<file path="src/rtl/id_ex_stage_pkg.sv">
`default_nettype none
// ============================================================================
// Module   : id_ex_stage_pkg
// Brief    : Opcode constants, control-bundle layout and rs-usage helpers
// Revision : 1.0
// ============================================================================
package id_ex_stage_pkg;

    localparam logic [6:0] c_opc_empty = 7'b0000000;
    localparam logic [6:0] c_opc_r     = 7'b0110011;
    localparam logic [6:0] c_opc_i     = 7'b0000011;  // loads
    localparam logic [6:0] c_opc_s     = 7'b0100011;
    localparam logic [6:0] c_opc_b     = 7'b1100011;

    localparam int c_wb_w     = 2;
    localparam int c_m_w      = 3;
    localparam int c_ex_w     = 3;
    localparam int c_funct_w  = 4;
    localparam int c_m_mem_rd = 0;

    function automatic logic uses_rs1(input logic [6:0] opc);
        return (opc == c_opc_r) || (opc == c_opc_i) ||
               (opc == c_opc_s) || (opc == c_opc_b);
    endfunction

    function automatic logic uses_rs2(input logic [6:0] opc);
        return (opc == c_opc_r) || (opc == c_opc_s) || (opc == c_opc_b);
    endfunction

endpackage
`default_nettype wire

</file>
<file path="src/rtl/id_ex_stage_if.sv">
`default_nettype none
// ============================================================================
// Module   : id_ex_stage_if
// Brief    : ID-side inputs and EX-side outputs of the ID/EX pipeline register
// Revision : 1.0
// ============================================================================
interface id_ex_stage_if
    import id_ex_stage_pkg::*;
#(
    parameter int XLEN       = 32,
    parameter int REG_ADDR_W = 5,
    parameter int CNT_W      = 16
);
    logic [6:0]            id_opcode_i;
    logic [c_wb_w-1:0]     id_wb_i;
    logic [c_m_w-1:0]      id_m_i;
    logic [c_ex_w-1:0]     id_ex_i;
    logic [XLEN-1:0]       id_pc_i;
    logic [XLEN-1:0]       id_rs1_data_i;
    logic [XLEN-1:0]       id_rs2_data_i;
    logic [XLEN-1:0]       id_imm_i;
    logic [REG_ADDR_W-1:0] id_rs1_i;
    logic [REG_ADDR_W-1:0] id_rs2_i;
    logic [REG_ADDR_W-1:0] id_rd_i;
    logic [c_funct_w-1:0]  id_funct_i;
    logic                  flush_i;
    logic                  hold_i;

    logic                  stall_o;
    logic                  ex_valid_o;
    logic [c_wb_w-1:0]     ex_wb_o;
    logic [c_m_w-1:0]      ex_m_o;
    logic [c_ex_w-1:0]     ex_ex_o;
    logic [XLEN-1:0]       ex_pc_o;
    logic [XLEN-1:0]       ex_rs1_data_o;
    logic [XLEN-1:0]       ex_rs2_data_o;
    logic [XLEN-1:0]       ex_imm_o;
    logic [REG_ADDR_W-1:0] ex_rs1_o;
    logic [REG_ADDR_W-1:0] ex_rs2_o;
    logic [REG_ADDR_W-1:0] ex_rd_o;
    logic [c_funct_w-1:0]  ex_funct_o;
    logic [CNT_W-1:0]      bubble_cnt_o;

    modport master (
        output id_opcode_i, id_wb_i, id_m_i, id_ex_i, id_pc_i, id_rs1_data_i,
               id_rs2_data_i, id_imm_i, id_rs1_i, id_rs2_i, id_rd_i, id_funct_i,
               flush_i, hold_i,
        input  stall_o, ex_valid_o, ex_wb_o, ex_m_o, ex_ex_o, ex_pc_o,
               ex_rs1_data_o, ex_rs2_data_o, ex_imm_o, ex_rs1_o, ex_rs2_o,
               ex_rd_o, ex_funct_o, bubble_cnt_o
    );

    modport slave (
        input  id_opcode_i, id_wb_i, id_m_i, id_ex_i, id_pc_i, id_rs1_data_i,
               id_rs2_data_i, id_imm_i, id_rs1_i, id_rs2_i, id_rd_i, id_funct_i,
               flush_i, hold_i,
        output stall_o, ex_valid_o, ex_wb_o, ex_m_o, ex_ex_o, ex_pc_o,
               ex_rs1_data_o, ex_rs2_data_o, ex_imm_o, ex_rs1_o, ex_rs2_o,
               ex_rd_o, ex_funct_o, bubble_cnt_o
    );
endinterface
`default_nettype wire

</file>
<file path="src/rtl/id_ex_stage_hazard_detect.sv">
`default_nettype none
// ============================================================================
// Module   : id_ex_stage_hazard_detect
// Brief    : Load-use hazard between the ID instruction and the load in EX
// Revision : 1.0
// ============================================================================
module id_ex_stage_hazard_detect
    import id_ex_stage_pkg::*;
#(
    parameter int REG_ADDR_W = 5
) (
    input  wire logic [6:0]            i_opcode,
    input  wire logic [REG_ADDR_W-1:0] i_rs1,
    input  wire logic [REG_ADDR_W-1:0] i_rs2,
    input  wire logic [REG_ADDR_W-1:0] i_ex_rd,
    input  wire logic                  i_ex_mem_read,
    input  wire logic                  i_ex_valid,
    output logic                       o_lu
);
    logic w_hit_rs1;
    logic w_hit_rs2;

    assign w_hit_rs1 = uses_rs1(i_opcode) && (i_ex_rd == i_rs1);
    assign w_hit_rs2 = uses_rs2(i_opcode) && (i_ex_rd == i_rs2);

    // x0 is never written, so a load to x0 cannot create a dependence
    assign o_lu = i_ex_valid && i_ex_mem_read && (i_ex_rd != '0) &&
                  (w_hit_rs1 || w_hit_rs2);
endmodule
`default_nettype wire

</file>
<file path="src/rtl/id_ex_stage.sv">
`default_nettype none
// ============================================================================
// Module   : id_ex_stage
// Brief    : ID/EX pipeline register with load-use bubble insertion,
//            branch flush, external hold and saturating bubble counter
// Revision : 1.0
// ============================================================================
module id_ex_stage
    import id_ex_stage_pkg::*;
#(
    parameter int XLEN       = 32,
    parameter int REG_ADDR_W = 5,
    parameter int CNT_W      = 16
) (
    input  wire logic     clk,
    input  wire logic     rst_n,
    id_ex_stage_if.slave  bus
);
    logic                  r_valid;
    logic [c_wb_w-1:0]     r_wb;
    logic [c_m_w-1:0]      r_m;
    logic [c_ex_w-1:0]     r_ex;
    logic [XLEN-1:0]       r_pc;
    logic [XLEN-1:0]       r_rs1_data;
    logic [XLEN-1:0]       r_rs2_data;
    logic [XLEN-1:0]       r_imm;
    logic [REG_ADDR_W-1:0] r_rs1;
    logic [REG_ADDR_W-1:0] r_rs2;
    logic [REG_ADDR_W-1:0] r_rd;
    logic [c_funct_w-1:0]  r_funct;
    logic [CNT_W-1:0]      r_bubble_cnt;
    logic                  w_lu;

    id_ex_stage_hazard_detect #(
        .REG_ADDR_W (REG_ADDR_W)
    ) u_hazard (
        .i_opcode      (bus.id_opcode_i),
        .i_rs1         (bus.id_rs1_i),
        .i_rs2         (bus.id_rs2_i),
        .i_ex_rd       (r_rd),
        .i_ex_mem_read (r_m[c_m_mem_rd]),
        .i_ex_valid    (r_valid),
        .o_lu          (w_lu)
    );

    // A flush kills the ID instruction, so the front end must not be held
    assign bus.stall_o = !bus.flush_i && (bus.hold_i || w_lu);

    always_ff @(posedge clk or negedge rst_n) begin
        if (!rst_n) begin
            r_valid      <= 1'b0;
            r_wb         <= '0;
            r_m          <= '0;
            r_ex         <= '0;
            r_pc         <= '0;
            r_rs1_data   <= '0;
            r_rs2_data   <= '0;
            r_imm        <= '0;
            r_rs1        <= '0;
            r_rs2        <= '0;
            r_rd         <= '0;
            r_funct      <= '0;
            r_bubble_cnt <= '0;
        end else if (bus.flush_i || (!bus.hold_i && w_lu)) begin
            r_valid    <= 1'b0;
            r_wb       <= '0;
            r_m        <= '0;
            r_ex       <= '0;
            r_pc       <= '0;
            r_rs1_data <= '0;
            r_rs2_data <= '0;
            r_imm      <= '0;
            r_rs1      <= '0;
            r_rs2      <= '0;
            r_rd       <= '0;
            r_funct    <= '0;
            if (!bus.flush_i && (r_bubble_cnt != '1)) begin
                r_bubble_cnt <= r_bubble_cnt + {{(CNT_W-1){1'b0}}, 1'b1};
            end
        end else if (!bus.hold_i) begin
            r_valid    <= (bus.id_opcode_i != c_opc_empty);
            r_wb       <= bus.id_wb_i;
            r_m        <= bus.id_m_i;
            r_ex       <= bus.id_ex_i;
            r_pc       <= bus.id_pc_i;
            r_rs1_data <= bus.id_rs1_data_i;
            r_rs2_data <= bus.id_rs2_data_i;
            r_imm      <= bus.id_imm_i;
            r_rs1      <= bus.id_rs1_i;
            r_rs2      <= bus.id_rs2_i;
            r_rd       <= bus.id_rd_i;
            r_funct    <= bus.id_funct_i;
        end
    end

    assign bus.ex_valid_o    = r_valid;
    assign bus.ex_wb_o       = r_wb;
    assign bus.ex_m_o        = r_m;
    assign bus.ex_ex_o       = r_ex;
    assign bus.ex_pc_o       = r_pc;
    assign bus.ex_rs1_data_o = r_rs1_data;
    assign bus.ex_rs2_data_o = r_rs2_data;
    assign bus.ex_imm_o      = r_imm;
    assign bus.ex_rs1_o      = r_rs1;
    assign bus.ex_rs2_o      = r_rs2;
    assign bus.ex_rd_o       = r_rd;
    assign bus.ex_funct_o    = r_funct;
    assign bus.bubble_cnt_o  = r_bubble_cnt;
endmodule
`default_nettype wire

</file>
<file path="src/flat_wrapper.sv">
// flat-port wrapper written by rule: the top's interface ports become plain ports
module id_ex_stage_flat import id_ex_stage_pkg::*;
#(
    parameter int XLEN       = 32,
    parameter int REG_ADDR_W = 5,
    parameter int CNT_W      = 16
)
  (clk, rst_n, bus_id_opcode_i, bus_id_wb_i, bus_id_m_i, bus_id_ex_i, bus_id_pc_i, bus_id_rs1_data_i, bus_id_rs2_data_i, bus_id_imm_i, bus_id_rs1_i, bus_id_rs2_i, bus_id_rd_i, bus_id_funct_i, bus_flush_i, bus_hold_i, bus_stall_o, bus_ex_valid_o, bus_ex_wb_o, bus_ex_m_o, bus_ex_ex_o, bus_ex_pc_o, bus_ex_rs1_data_o, bus_ex_rs2_data_o, bus_ex_imm_o, bus_ex_rs1_o, bus_ex_rs2_o, bus_ex_rd_o, bus_ex_funct_o, bus_bubble_cnt_o);
  id_ex_stage_if #(.XLEN(XLEN), .REG_ADDR_W(REG_ADDR_W), .CNT_W(CNT_W)) bus_i ();
  input  wire logic clk;
  input  wire logic rst_n;
  input wire logic [$bits(bus_i.id_opcode_i)-1:0] bus_id_opcode_i;
  input wire logic [$bits(bus_i.id_wb_i)-1:0] bus_id_wb_i;
  input wire logic [$bits(bus_i.id_m_i)-1:0] bus_id_m_i;
  input wire logic [$bits(bus_i.id_ex_i)-1:0] bus_id_ex_i;
  input wire logic [$bits(bus_i.id_pc_i)-1:0] bus_id_pc_i;
  input wire logic [$bits(bus_i.id_rs1_data_i)-1:0] bus_id_rs1_data_i;
  input wire logic [$bits(bus_i.id_rs2_data_i)-1:0] bus_id_rs2_data_i;
  input wire logic [$bits(bus_i.id_imm_i)-1:0] bus_id_imm_i;
  input wire logic [$bits(bus_i.id_rs1_i)-1:0] bus_id_rs1_i;
  input wire logic [$bits(bus_i.id_rs2_i)-1:0] bus_id_rs2_i;
  input wire logic [$bits(bus_i.id_rd_i)-1:0] bus_id_rd_i;
  input wire logic [$bits(bus_i.id_funct_i)-1:0] bus_id_funct_i;
  input wire logic [$bits(bus_i.flush_i)-1:0] bus_flush_i;
  input wire logic [$bits(bus_i.hold_i)-1:0] bus_hold_i;
  output wire logic [$bits(bus_i.stall_o)-1:0] bus_stall_o;
  output wire logic [$bits(bus_i.ex_valid_o)-1:0] bus_ex_valid_o;
  output wire logic [$bits(bus_i.ex_wb_o)-1:0] bus_ex_wb_o;
  output wire logic [$bits(bus_i.ex_m_o)-1:0] bus_ex_m_o;
  output wire logic [$bits(bus_i.ex_ex_o)-1:0] bus_ex_ex_o;
  output wire logic [$bits(bus_i.ex_pc_o)-1:0] bus_ex_pc_o;
  output wire logic [$bits(bus_i.ex_rs1_data_o)-1:0] bus_ex_rs1_data_o;
  output wire logic [$bits(bus_i.ex_rs2_data_o)-1:0] bus_ex_rs2_data_o;
  output wire logic [$bits(bus_i.ex_imm_o)-1:0] bus_ex_imm_o;
  output wire logic [$bits(bus_i.ex_rs1_o)-1:0] bus_ex_rs1_o;
  output wire logic [$bits(bus_i.ex_rs2_o)-1:0] bus_ex_rs2_o;
  output wire logic [$bits(bus_i.ex_rd_o)-1:0] bus_ex_rd_o;
  output wire logic [$bits(bus_i.ex_funct_o)-1:0] bus_ex_funct_o;
  output wire logic [$bits(bus_i.bubble_cnt_o)-1:0] bus_bubble_cnt_o;
  assign bus_i.id_opcode_i = bus_id_opcode_i;
  assign bus_i.id_wb_i = bus_id_wb_i;
  assign bus_i.id_m_i = bus_id_m_i;
  assign bus_i.id_ex_i = bus_id_ex_i;
  assign bus_i.id_pc_i = bus_id_pc_i;
  assign bus_i.id_rs1_data_i = bus_id_rs1_data_i;
  assign bus_i.id_rs2_data_i = bus_id_rs2_data_i;
  assign bus_i.id_imm_i = bus_id_imm_i;
  assign bus_i.id_rs1_i = bus_id_rs1_i;
  assign bus_i.id_rs2_i = bus_id_rs2_i;
  assign bus_i.id_rd_i = bus_id_rd_i;
  assign bus_i.id_funct_i = bus_id_funct_i;
  assign bus_i.flush_i = bus_flush_i;
  assign bus_i.hold_i = bus_hold_i;
  assign bus_stall_o = bus_i.stall_o;
  assign bus_ex_valid_o = bus_i.ex_valid_o;
  assign bus_ex_wb_o = bus_i.ex_wb_o;
  assign bus_ex_m_o = bus_i.ex_m_o;
  assign bus_ex_ex_o = bus_i.ex_ex_o;
  assign bus_ex_pc_o = bus_i.ex_pc_o;
  assign bus_ex_rs1_data_o = bus_i.ex_rs1_data_o;
  assign bus_ex_rs2_data_o = bus_i.ex_rs2_data_o;
  assign bus_ex_imm_o = bus_i.ex_imm_o;
  assign bus_ex_rs1_o = bus_i.ex_rs1_o;
  assign bus_ex_rs2_o = bus_i.ex_rs2_o;
  assign bus_ex_rd_o = bus_i.ex_rd_o;
  assign bus_ex_funct_o = bus_i.ex_funct_o;
  assign bus_bubble_cnt_o = bus_i.bubble_cnt_o;
  id_ex_stage #(.XLEN(XLEN), .REG_ADDR_W(REG_ADDR_W), .CNT_W(CNT_W)) u_core (.clk(clk), .rst_n(rst_n), .bus(bus_i));
endmodule
</file>
<file path="config.mk">
export PLATFORM = sky130hd
export DESIGN_NAME = id_ex_stage_flat
export DESIGN_NICKNAME = d
export VERILOG_FILES = /design/src/rtl/id_ex_stage_pkg.sv /design/src/rtl/id_ex_stage_if.sv /design/src/rtl/id_ex_stage_hazard_detect.sv /design/src/rtl/id_ex_stage.sv /design/src/flat_wrapper.sv
export SDC_FILE = /design/constraint.sdc
export NUM_CORES = 1
export LEC_CHECK = 0
export ABC_AREA = 0
export CORE_MARGIN = 3
export CORE_UTILIZATION = 40
export CTS_CLUSTER_SIZE = 16
export DETAILED_ROUTE_END_ITERATION = 8
export GPL_TIMING_DRIVEN = 0
export PLACE_DENSITY_LB_ADDON = 0.05
export SLEW_MARGIN = 5
export SYNTH_ARGS = -nofsm -noshare
export SYNTH_HDL_FRONTEND = slang
export SYNTH_SLANG_ARGS = --single-unit
</file>
<file path="constraint.sdc">
create_clock -name clk -period 2.7 [get_ports clk]
set_input_delay 0.405 -clock clk [delete_from_list [all_inputs] [get_ports clk]]
set_output_delay 0.405 -clock clk [all_outputs]
set_load 0.03 [all_outputs]
</file>
==> results.toml, run 1 <==
[logic_synthesis]
synth_xor_area_share_pct = 3.00
syn_avg_cell_area_um2 = 9.22
ys_top_cells_by_area = "dfrtp_1, nand3_1, a21oi_1"
ys_types = 31
synth.most_common_cell = "dfrtp_1"
yosys.area_share.simple_pct = 21.9
ys_seq_area_share_pct = 58.9
synth_fa_ha_area_share_pct = 0.171
synth_enable_flop_cells = 0
synthMuxAreaShare_pct = 0.154
syn_nets = 960
synth_top_family_by_area = "simple AND/OR/NAND/NOR gates"
synth_ff_type = "dfrtp_1"
synthesis.area_mm2 = 0.00731
yosysWarningCount = 0
async_reset_ff_share_pct = 100
ys_ff_latch = 172
synth_compound_area_share_pct = 11.6
yosys-top-cells-count = "dfrtp_1, nand2_1, nand3_1"
synth_cells = 793
synth_top_area_share_pct = 58.9
yosysTopAreaCell = "dfrtp_1"

[sta]
worst_pin_slew_ps = 737
fin_crit_sh_pct = 92.0
finalSetupTns_ps = 0
setup_ws_ps = 215
period_minus_slack_ps = 2490
finClkSkew_ps = 13.4
hold_viol = 0
final_max_slew_viol_count = 0
slew_headroom_pct = 50.9
rsz0062_at_grt = "false"
finalSetupViolCount = 0
maxClockFrequency_mhz = 402

[clock_network]
cts_tree = "done"
cts_root_buf = "clkbuf_16"
clk_latency_ps = 430
htree_levels = 4
ctsLongestPathBuffers = 2
path_clk_slew_ps = 70
cts.sinks = 172
cts_buffers = 17

[finish]
fillCellCount = 1523
stdcell_count = 1389
final_area_mm2 = 0.0116
area_growth_pct = 58.1
drive_above_1_share_pct = 5.33
fin_nets = 1318

[placed_design]
dp.cells = 1355
place_congestion = 0.892
dp_hpwl_mm = 18.9
port_buffers = 336
place_area_mm2 = 0.0110
post-place-ws_ps = -598

[pwr]
switching_power_mw = 1.78
ir_drop_v = 0.000397
power.clock.fraction_pct = 36.6
p_seq_share_pct = 44.7
internal_power_mw = 4.42
power_leakage_nw = 4.83
powerDensity_mw_per_mm2 = 537
power_mw = 6.20
combPwrFrac_pct = 18.7
switching_share_pct = 28.7

[worst_setup_path]
start_kind = "primary input"
cp_max_fo = 19
cp.required_ps = 2300
critPathKind = "primary input to output pin"
worstPathArrival_ps = 2080
r2r_setup_slack_ps = 740
cp-end-kind = "output pin"

[drt]
drt-pass1-iter-count = 6
vias = 7157
vias_per_cell = 5.15
wl_mm = 25.6
ant_nets = 0
post_drt_wl_per_cell_um = 18.4
drtIter0Drc = 485
drc_errors = 0

[die]
rows = 48
die-area_mm2 = 0.0199
die_w_um = 141
core_mm2 = 0.0176
fp.dieH_um = 141
start_util_pct = 41.5
ios = 339

[global_routing]
grt_pass1_wl_mm = 39.9
overflow = 0
track_usage_pct = 25.7
grt_max_degree = 100
antenna_found_initial = 2
grt_pass1_vias = 7034

[job]
max_cap_violations = 0

[run_status]
status = "complete, no violations"

[min_path]
worst_hold_path_type = "register to register"
critical path: stages:
cell	delay, ps
clkdlybuf4s50_1	480
and4_1	210
o211ai_1	100
a21oi_2	170
nand2_2	110
buf_4	230
a21oi_1	170
buf_4	190
per-stage QoR:
stage          hold slack (ps)  util, %
2_1_floorplan              109        -
3_3_place_gp               485     62.2
3_5_place_dp               419     62.4
4_1_cts                    501     65.7
5_1_grt                    538     65.6
6_report                   498     65.6
flip-flops by register name, indices dropped and copies added, names as in the netlist:
register / cells
u_core.bus.bubble_cnt_o: 16
u_core.bus.ex_ex_o: 3
u_core.bus.ex_funct_o: 4
u_core.bus.ex_imm_o: 32
u_core.bus.ex_m_o: 3
u_core.bus.ex_pc_o: 32
u_core.bus.ex_rd_o: 5
u_core.bus.ex_rs1_data_o: 32
u_core.bus.ex_rs1_o: 5
u_core.bus.ex_rs2_data_o: 32
u_core.bus.ex_rs2_o: 5
u_core.bus.ex_valid_o: 1
u_core.bus.ex_wb_o: 2
per-layer routing:
| metal | wire (um) | vias to the layer above | global-route usage, % |
|---|---|---|---|
| met3 | 2330 | 52 | 8.85 |
| met4 | 871 | 2 | 10.3 |
| met2 | 12200 | 299 | 40.6 |
| met1 | 10200 | 3392 | 32.4 |
| li1 | - | 3412 | - |
| met5 | 13 | - | 0 |
final timing paths:
check	endpoint	startpoint	depth (start not counted)
min	u_core.bus.bubble_cnt_o[14]$_DFFE_PN0P_	u_core.bus.bubble_cnt_o[14]$_DFFE_PN0P_	1
max	bus_stall_o	bus_id_opcode_i[0]	8
max in group asynchronous	u_core.bus.ex_rs1_data_o[31]$_DFFE_PN0P_	rst_n	3
max reg2reg	u_core.bus.bubble_cnt_o[3]$_DFFE_PN0P_	u_core.bus.bubble_cnt_o[0]$_DFFE_PN0P_	6
min reg2reg	u_core.bus.bubble_cnt_o[14]$_DFFE_PN0P_	u_core.bus.bubble_cnt_o[14]$_DFFE_PN0P_	1
min in group asynchronous	u_core.bus.bubble_cnt_o[8]$_DFFE_PN0P_	rst_n	2
cell families after synthesis:
group	Yosys count
multiplexers	1
XOR/XNOR	25
buffers and inverters	75
adder cells (fa/ha/maj)	1
AND/OR/NAND/NOR	356
AO/OA/AOI/OAI	163
flip-flops	172
what timing repair did:
item / 4_1_cts / 5_1_grt
setup endpoints to repair: 1 / 1
resized for setup: 9 / 0
hold buffers: 1 / 0
setup buffers: 2 / 0
pin swaps: 1 / 0
hold endpoints to repair: 73 / 0
layout make-up:
class                           count  area (um2)  share of cell area (%)
Antenna cell                        1        2.50                  0.0217
Tap cell                          225         282                    2.44
Sequential cell                   172        4300                    37.3
Multi-Input combinational cell    546        2700                    23.4
Inverter                            3        11.3                  0.0975
Buffer                             71         298                    2.58
Clock buffer                       18         429                    3.71
Timing Repair Buffer              340        3420                    29.6
Clock inverter                     13         109                   0.942
power by group through the flow:
stage	logic, mW	clock network, mW	registers [mW]
3_3_place_gp	1.16	0	2.82
5_1_grt	1.25	2.44	2.79
3_5_place_dp	1.17	0	2.82
6_report	1.16	2.27	2.77
2_1_floorplan	0.264	0	3.06
4_1_cts	1.17	2.32	2.77
cells in the final DEF, fill, tap and decap left out, drive strengths merged, types with 2 or more instances in the layout:
cell type | netlist | routed
a21oi | 157 | 157
nor3 | 8 | 8
xor2 | 11 | 11
inv | 3 | 8
dfrtp | 172 | 172
buf | 17 | 21
xnor2 | 14 | 14
clkdlybuf4s50 | 0 | 334
clkbuf | 55 | 73
nor2 | 11 | 11
nand2 | 166 | 166
and4 | 2 | 2
nand3 | 160 | 160
nand4 | 5 | 5
clkinv | 0 | 7
(Power assumes the default switching activity.)
==> inputs of run 2 (changes only) <==
Settings changed: ABC_AREA 0 to 1, SETUP_SLACK_MARGIN from default to 0.3.
==> run 2 against run 1 <==
Against the previous run: the run now ends with negative hold slack left; first-iteration DRC count unchanged; critical path depth unchanged; clock power up 7%; clock skew up 2.2 ps; via count up 7.1%; combinational power up 9%; global-route usage down 0.12 points; sequential share of layout area down 1.2 points; sequential power about the same; flip-flop and latch count unchanged; die area up 4.0%; largest power group unchanged; highest routed layer is now met4.
==> results.toml, run 2 <==
[run_status]
status = "complete, but fails checks"
violations = "negative hold slack"

[logic_synthesis]
synthesis.area_mm2 = 0.00762
synth_top_family_by_area = "simple AND/OR/NAND/NOR gates"
ys_ff_latch = 172
synthMuxAreaShare_pct = 0
synth_ff_type = "dfrtp_1"
synth_xor_area_share_pct = 0.805
ys_top_cells_by_area = "dfrtp_1, nand3_1, nand2_1"
synth_fa_ha_area_share_pct = 0.164
yosysTopAreaCell = "dfrtp_1"
async_reset_ff_share_pct = 100
yosysWarningCount = 0
syn_nets = 1057
yosys-top-cells-count = "nand2_1, nand3_1, dfrtp_1"
synth_cells = 890
synth_compound_area_share_pct = 8.79
synth_enable_flop_cells = 0
synth.most_common_cell = "nand2_1"
syn_avg_cell_area_um2 = 8.56
synth_top_area_share_pct = 56.5
ys_types = 26
ys_seq_area_share_pct = 56.5
yosys.area_share.simple_pct = 28.3

[worst_setup_path]
start_kind = "primary input"
cp-end-kind = "output pin"
critPathKind = "primary input to output pin"
cp.required_ps = 2300
worstPathArrival_ps = 1900
cp_max_fo = 8
r2r_setup_slack_ps = 860

[clock_network]
clk_latency_ps = 440
cts.sinks = 172
path_clk_slew_ps = 70
htree_levels = 4
ctsLongestPathBuffers = 2
cts_tree = "done"
cts-hold-fix-buffers = 0
cts_buffers = 17
cts_root_buf = "clkbuf_16"

[finish]
drive_above_1_share_pct = 5.94
ff_latch_area_mm2 = 0.00430
fillCellCount = 1580
final_common_cell = "clkdlybuf4s50_1"
final_area_mm2 = 0.0119
fin_util_pct = 65.1
multi_input_area_mm2 = 0.00292
fin_nets = 1417
final_cell_mix = "clkdlybuf4s50_1, nand2_1, nand3_1"
area_growth_pct = 56.6

[sta]
whs_ps = -18.3
setup_ws_ps = 392
finClkSkew_ps = 15.6
period_minus_slack_ps = 2310
hold_viol = 7
maxClockFrequency_mhz = 433
slew_headroom_pct = 43.3
finalSetupViolCount = 0
fin_crit_sh_pct = 85.5
worst_pin_slew_ps = 851
rsz0062_at_grt = "false"
final_max_slew_viol_count = 0

[global_routing]
overflow = 0
grt_pass1_vias = 7509
antenna_found_initial = 1
grt_max_degree = 95
grt_pass1_wl_mm = 41.1
track_usage_pct = 25.5

[placed_design]
dp_hpwl_mm = 19.8
place_area_mm2 = 0.0113
place_congestion = 0.847
post-place-ws_ps = -197
port_buffers = 337

[pwr]
power_leakage_nw = 5.21
powerDensity_mw_per_mm2 = 544
ir_drop_v = 0.000445

[drt]
post_drt_wl_per_cell_um = 18.0
vias = 7668
vias_per_cell = 5.14
drt-pass1-iter-count = 5
drc_errors = 0
wl_mm = 26.9
drtIter0Drc = 485
ant_nets = 0

[die]
core_mm2 = 0.0183
start_util_pct = 41.6
die-area_mm2 = 0.0207
fp.dieH_um = 144
die_w_um = 144
ios = 339
rows = 49

[min_path]
worst_hold_path_type = "primary input to async pin"

[job]
max_cap_violations = 0
-- run 2: area by class of cell --
cell class | count | area share (%)
clock buffers | 19 | 3.63
repair buffers | 341 | 28.7
flip-flops and latches | 172 | 36.1
plain buffers | 65 | 2.50
inverters | 32 | 1.01
well taps | 229 | 2.40
clock inverters | 12 | 1.17
diodes | 1 | 0.0210
multi-input cells | 621 | 24.5
-- run 2: cell families after synthesis --
kind of cell,after synthesis
simple gates,482
compound gates,131
flops,172
buf+inv,97
fa+ha+maj,1
xor+xnor,7
-- run 2: worst paths after layout --
kind                                                              from                                      end  cells after the start
max in group asynchronous                                        rst_n      u_core.bus.ex_imm_o[22]$_DFFE_PN0P_                      2
min in group clk                    u_core.bus.ex_rs2_o[0]$_DFFE_PN0P_       u_core.bus.ex_rs2_o[0]$_DFFE_PN0P_                      2
worst max register to register  u_core.bus.bubble_cnt_o[0]$_DFFE_PN0P_  u_core.bus.bubble_cnt_o[15]$_DFFE_PN0P_                      7
worst max-delay path                                bus_id_opcode_i[3]                              bus_stall_o                      8
worst min register to register      u_core.bus.ex_rs2_o[0]$_DFFE_PN0P_       u_core.bus.ex_rs2_o[0]$_DFFE_PN0P_                      2
worst min-delay path                                             rst_n       u_core.bus.ex_imm_o[3]$_DFFE_PN0P_                      1
-- run 2: power by group --
group          total [mW]  internal (mW)  switching [mW]
registers            2.79           2.71          0.0797
logic                1.26          0.555           0.709
clock network        2.43           1.37            1.06
-- run 2: stage by stage --
stage	setup TNS (ps)	instances	total power [mW]	hold slack (ps)
floorplan	0	890	3.39	109
global placement	-1058100	1456	4.09	492
detailed placement	-197	1457	4.10	484
CTS	0	1488	6.52	6.56
global route	0	1492	6.74	33.2
finish	0	1492	6.48	-18.3
-- run 2: repair_timing --
action	CTS	global route
gates resized for setup	7	7
buffers inserted	0	3
setup endpoints to repair	1	1
pin swaps	0	2
-- run 2: critical path: stages --
cell and delay, ps:
clkdlybuf4s50_1 390, or2_1 250, nor2_2 120, nand2_2 90, nor2_4 190, nand2_8 110
o21ai_0 150, buf_4 190
-- run 2: per-layer routing --
metal,GRT usage (%),up-vias,routed length (um)
li1,-,3716,-
met1,32.1,3638,10900
met2,42.4,281,13000
met3,8.43,33,2450
met4,7.14,0,528
met5,0,-,0
==> patch: new RTL, config.mk and constraints of run 2 <==
Reset style: synchronous (`rst_n`), changed in one clocked block.
--- a/src/rtl/id_ex_stage.sv
+++ b/src/rtl/id_ex_stage.sv
@@ -46,7 +46,7 @@
     // A flush kills the ID instruction, so the front end must not be held
     assign bus.stall_o = !bus.flush_i && (bus.hold_i || w_lu);
 
-    always_ff @(posedge clk or negedge rst_n) begin
+    always_ff @(posedge clk) begin
         if (!rst_n) begin
             r_valid      <= 1'b0;
             r_wb         <= '0;
Behaviour: differs if rst_n is asserted again (counterexample within 4 cycles, from zero or initial values and one cycle with rst_n low); with rst_n held inactive, the same outputs for 4 cycles.
==> patch against run 2 <==
- routed wire length down 15%
- critical path depth unchanged
- combinational power shrank 25%
- final area fell by 4.3%
- first-iteration DRC count is 33% lower
- area after synthesis down 6.3%
- hold slack improved by 450 ps
- total power shrank 3.9%
- clock power increased by 8.2%
- setup slack gained 56 ps
- sequential cell count unchanged
- largest power group unchanged
==> patch: results <==
set metrics [dict create \
    first_global_vias 6472 \
    synth.area.top_cells "dfxtp_1 (48%), nand2_1 (19%), a21oi_2 (17%), nor2_1 (2.5%), buf_8 (2.1%)" \
    grtUsageTotal_pct 22.9 \
    clock_skew_ps 13.2 \
    num_antenna_cells 0 \
    grt_pass1_wl_um 35600 \
    clock_latency_ps 430 \
    grt_max_degree 17 \
    outcome "finished clean" \
    clk_path_buf_depth 2 \
    drt-initial-drc-count 323 \
    place.gp.congestion 0.823 \
    post_cts_buffers 0 \
    synthArstFlopShare_pct 0 \
    cts_made_buffers 17 \
    p_leak_nw 4.07 \
    io_buffers 336 \
    synth_commonest_cells "nand2_1 (352), dfxtp_1 (172), a21oi_2 (140), nor2_1 (48), clkbuf_1 (32)" \
    cts-resized-gates 6 \
    grt_antenna_before_repair 0 \
    hp-class "primary input to flop" \
    peakVddDrop_v 0.000434 \
    root_buffer "clkbuf_16" \
    fill_cells 1524 \
    clkSlewWorstSetupHoldPaths_ps 70 \
    yosys_warnings 0 \
    wire_per_inst_um 15.7 \
    yosysSeqAreaShare_pct 48.2 \
    nets 1387 \
    crit_fanout 3 \
    drt-pass1-iter-count 4 \
    dp_hpwl_um 17300 \
    tightest_slew_ps 602 \
    drive_above_1_share_pct 17.0 \
    synth.distinct_cells 30 \
    syn_nets 1032 \
    cts_max_level 4 \
    ys.flop_type "dfxtp_1" \
    viasPerCell 4.66 \
    place_ws_ps -129 \
]
[patch: cell count changes after synthesis, moves of 10 or more]
| cell | run 2 | this run |
|---|---|---|
| a211oi_1 | 0 | 14 |
| clkbuf_1 | 47 | 32 |
| dfxtp_1 | 0 | 172 |
| nand2_1 | 231 | 352 |
| dfrtp_1 | 172 | 0 |
| o21ai_0 | 18 | 2 |
| nand3_1 | 206 | 17 |
| nor2_1 | 18 | 48 |
| a21oi_2 | 0 | 140 |
| buf_8 | 0 | 10 |
| a21oi_1 | 0 | 13 |
| buf_4 | 12 | 1 |
| o21ai_1 | 107 | 0 |
[patch: kinds of logic after synthesis]
family                     Yosys count  synth area share [%]
xor gates and xnor gates             9                  1.10
buffers and inverters               79                  6.59
AOI/OAI and AO/OA                  171                  19.9
adders and majority gates            1                 0.175
DFF                                172                  48.2
and+or+nand+nor                    433                  24.0
[patch: through the flow]
| step | instances | instance area (um2) |
|---|---|---|
| after global placement | 1426 | 10800 |
| after CTS | 1458 | 11400 |
| after global routing | 1458 | 11400 |
| final | 1458 | 11400 |
| after detailed placement | 1426 | 10800 |
| after floorplan | 865 | 7140 |
[patch: critical path, stage by stage]
cell	delay, ps
clkdlybuf4s50_1	490
nand2_1	60
nor3_1	180
nand2_1	150
nor2_4	170
nand2_1	70
a21oi_1	120
buf_4	190
[patch: report_power, final]
group	internal, W	switching, W
registers	0.00261	0.0000400
clock network	0.00158	0.00105
logic	0.000455	0.000494
total	0.00465	0.00158
[patch: path summary, 6_finish.rpt]
| path | slack (ps) | end | startpoint | cells after the start |
|---|---|---|---|---|
| hold / removal | 430 | u_core.bus.bubble_cnt_o[7] | rst_n | 3 |
| setup / recovery | 450 | bus_stall_o | bus_id_opcode_i[1] | 8 |
| setup reg to reg | 850 | u_core.bus.bubble_cnt_o[12] | u_core.bus.bubble_cnt_o[0] | 11 |
| hold reg to reg | 460 | u_core.bus.ex_imm_o[24] | u_core.bus.ex_imm_o[24] | 2 |
[patch: routing by layer]
layer	global-route usage, %	wire length (um)
met4	7.19	397
met3	6.32	1480
met1	28.5	10100
met5	0	0
met2	38.7	11000
[patch: area by class of cell]
class,count,area share [%]
buffer,53,3.28
tap,225,2.47
clock inverter,13,1.67
timing repair buffer,336,29.4
sequential,172,30.2
inverter,26,0.855
clock buffer,19,3.88
multi-input combinational,614,28.3
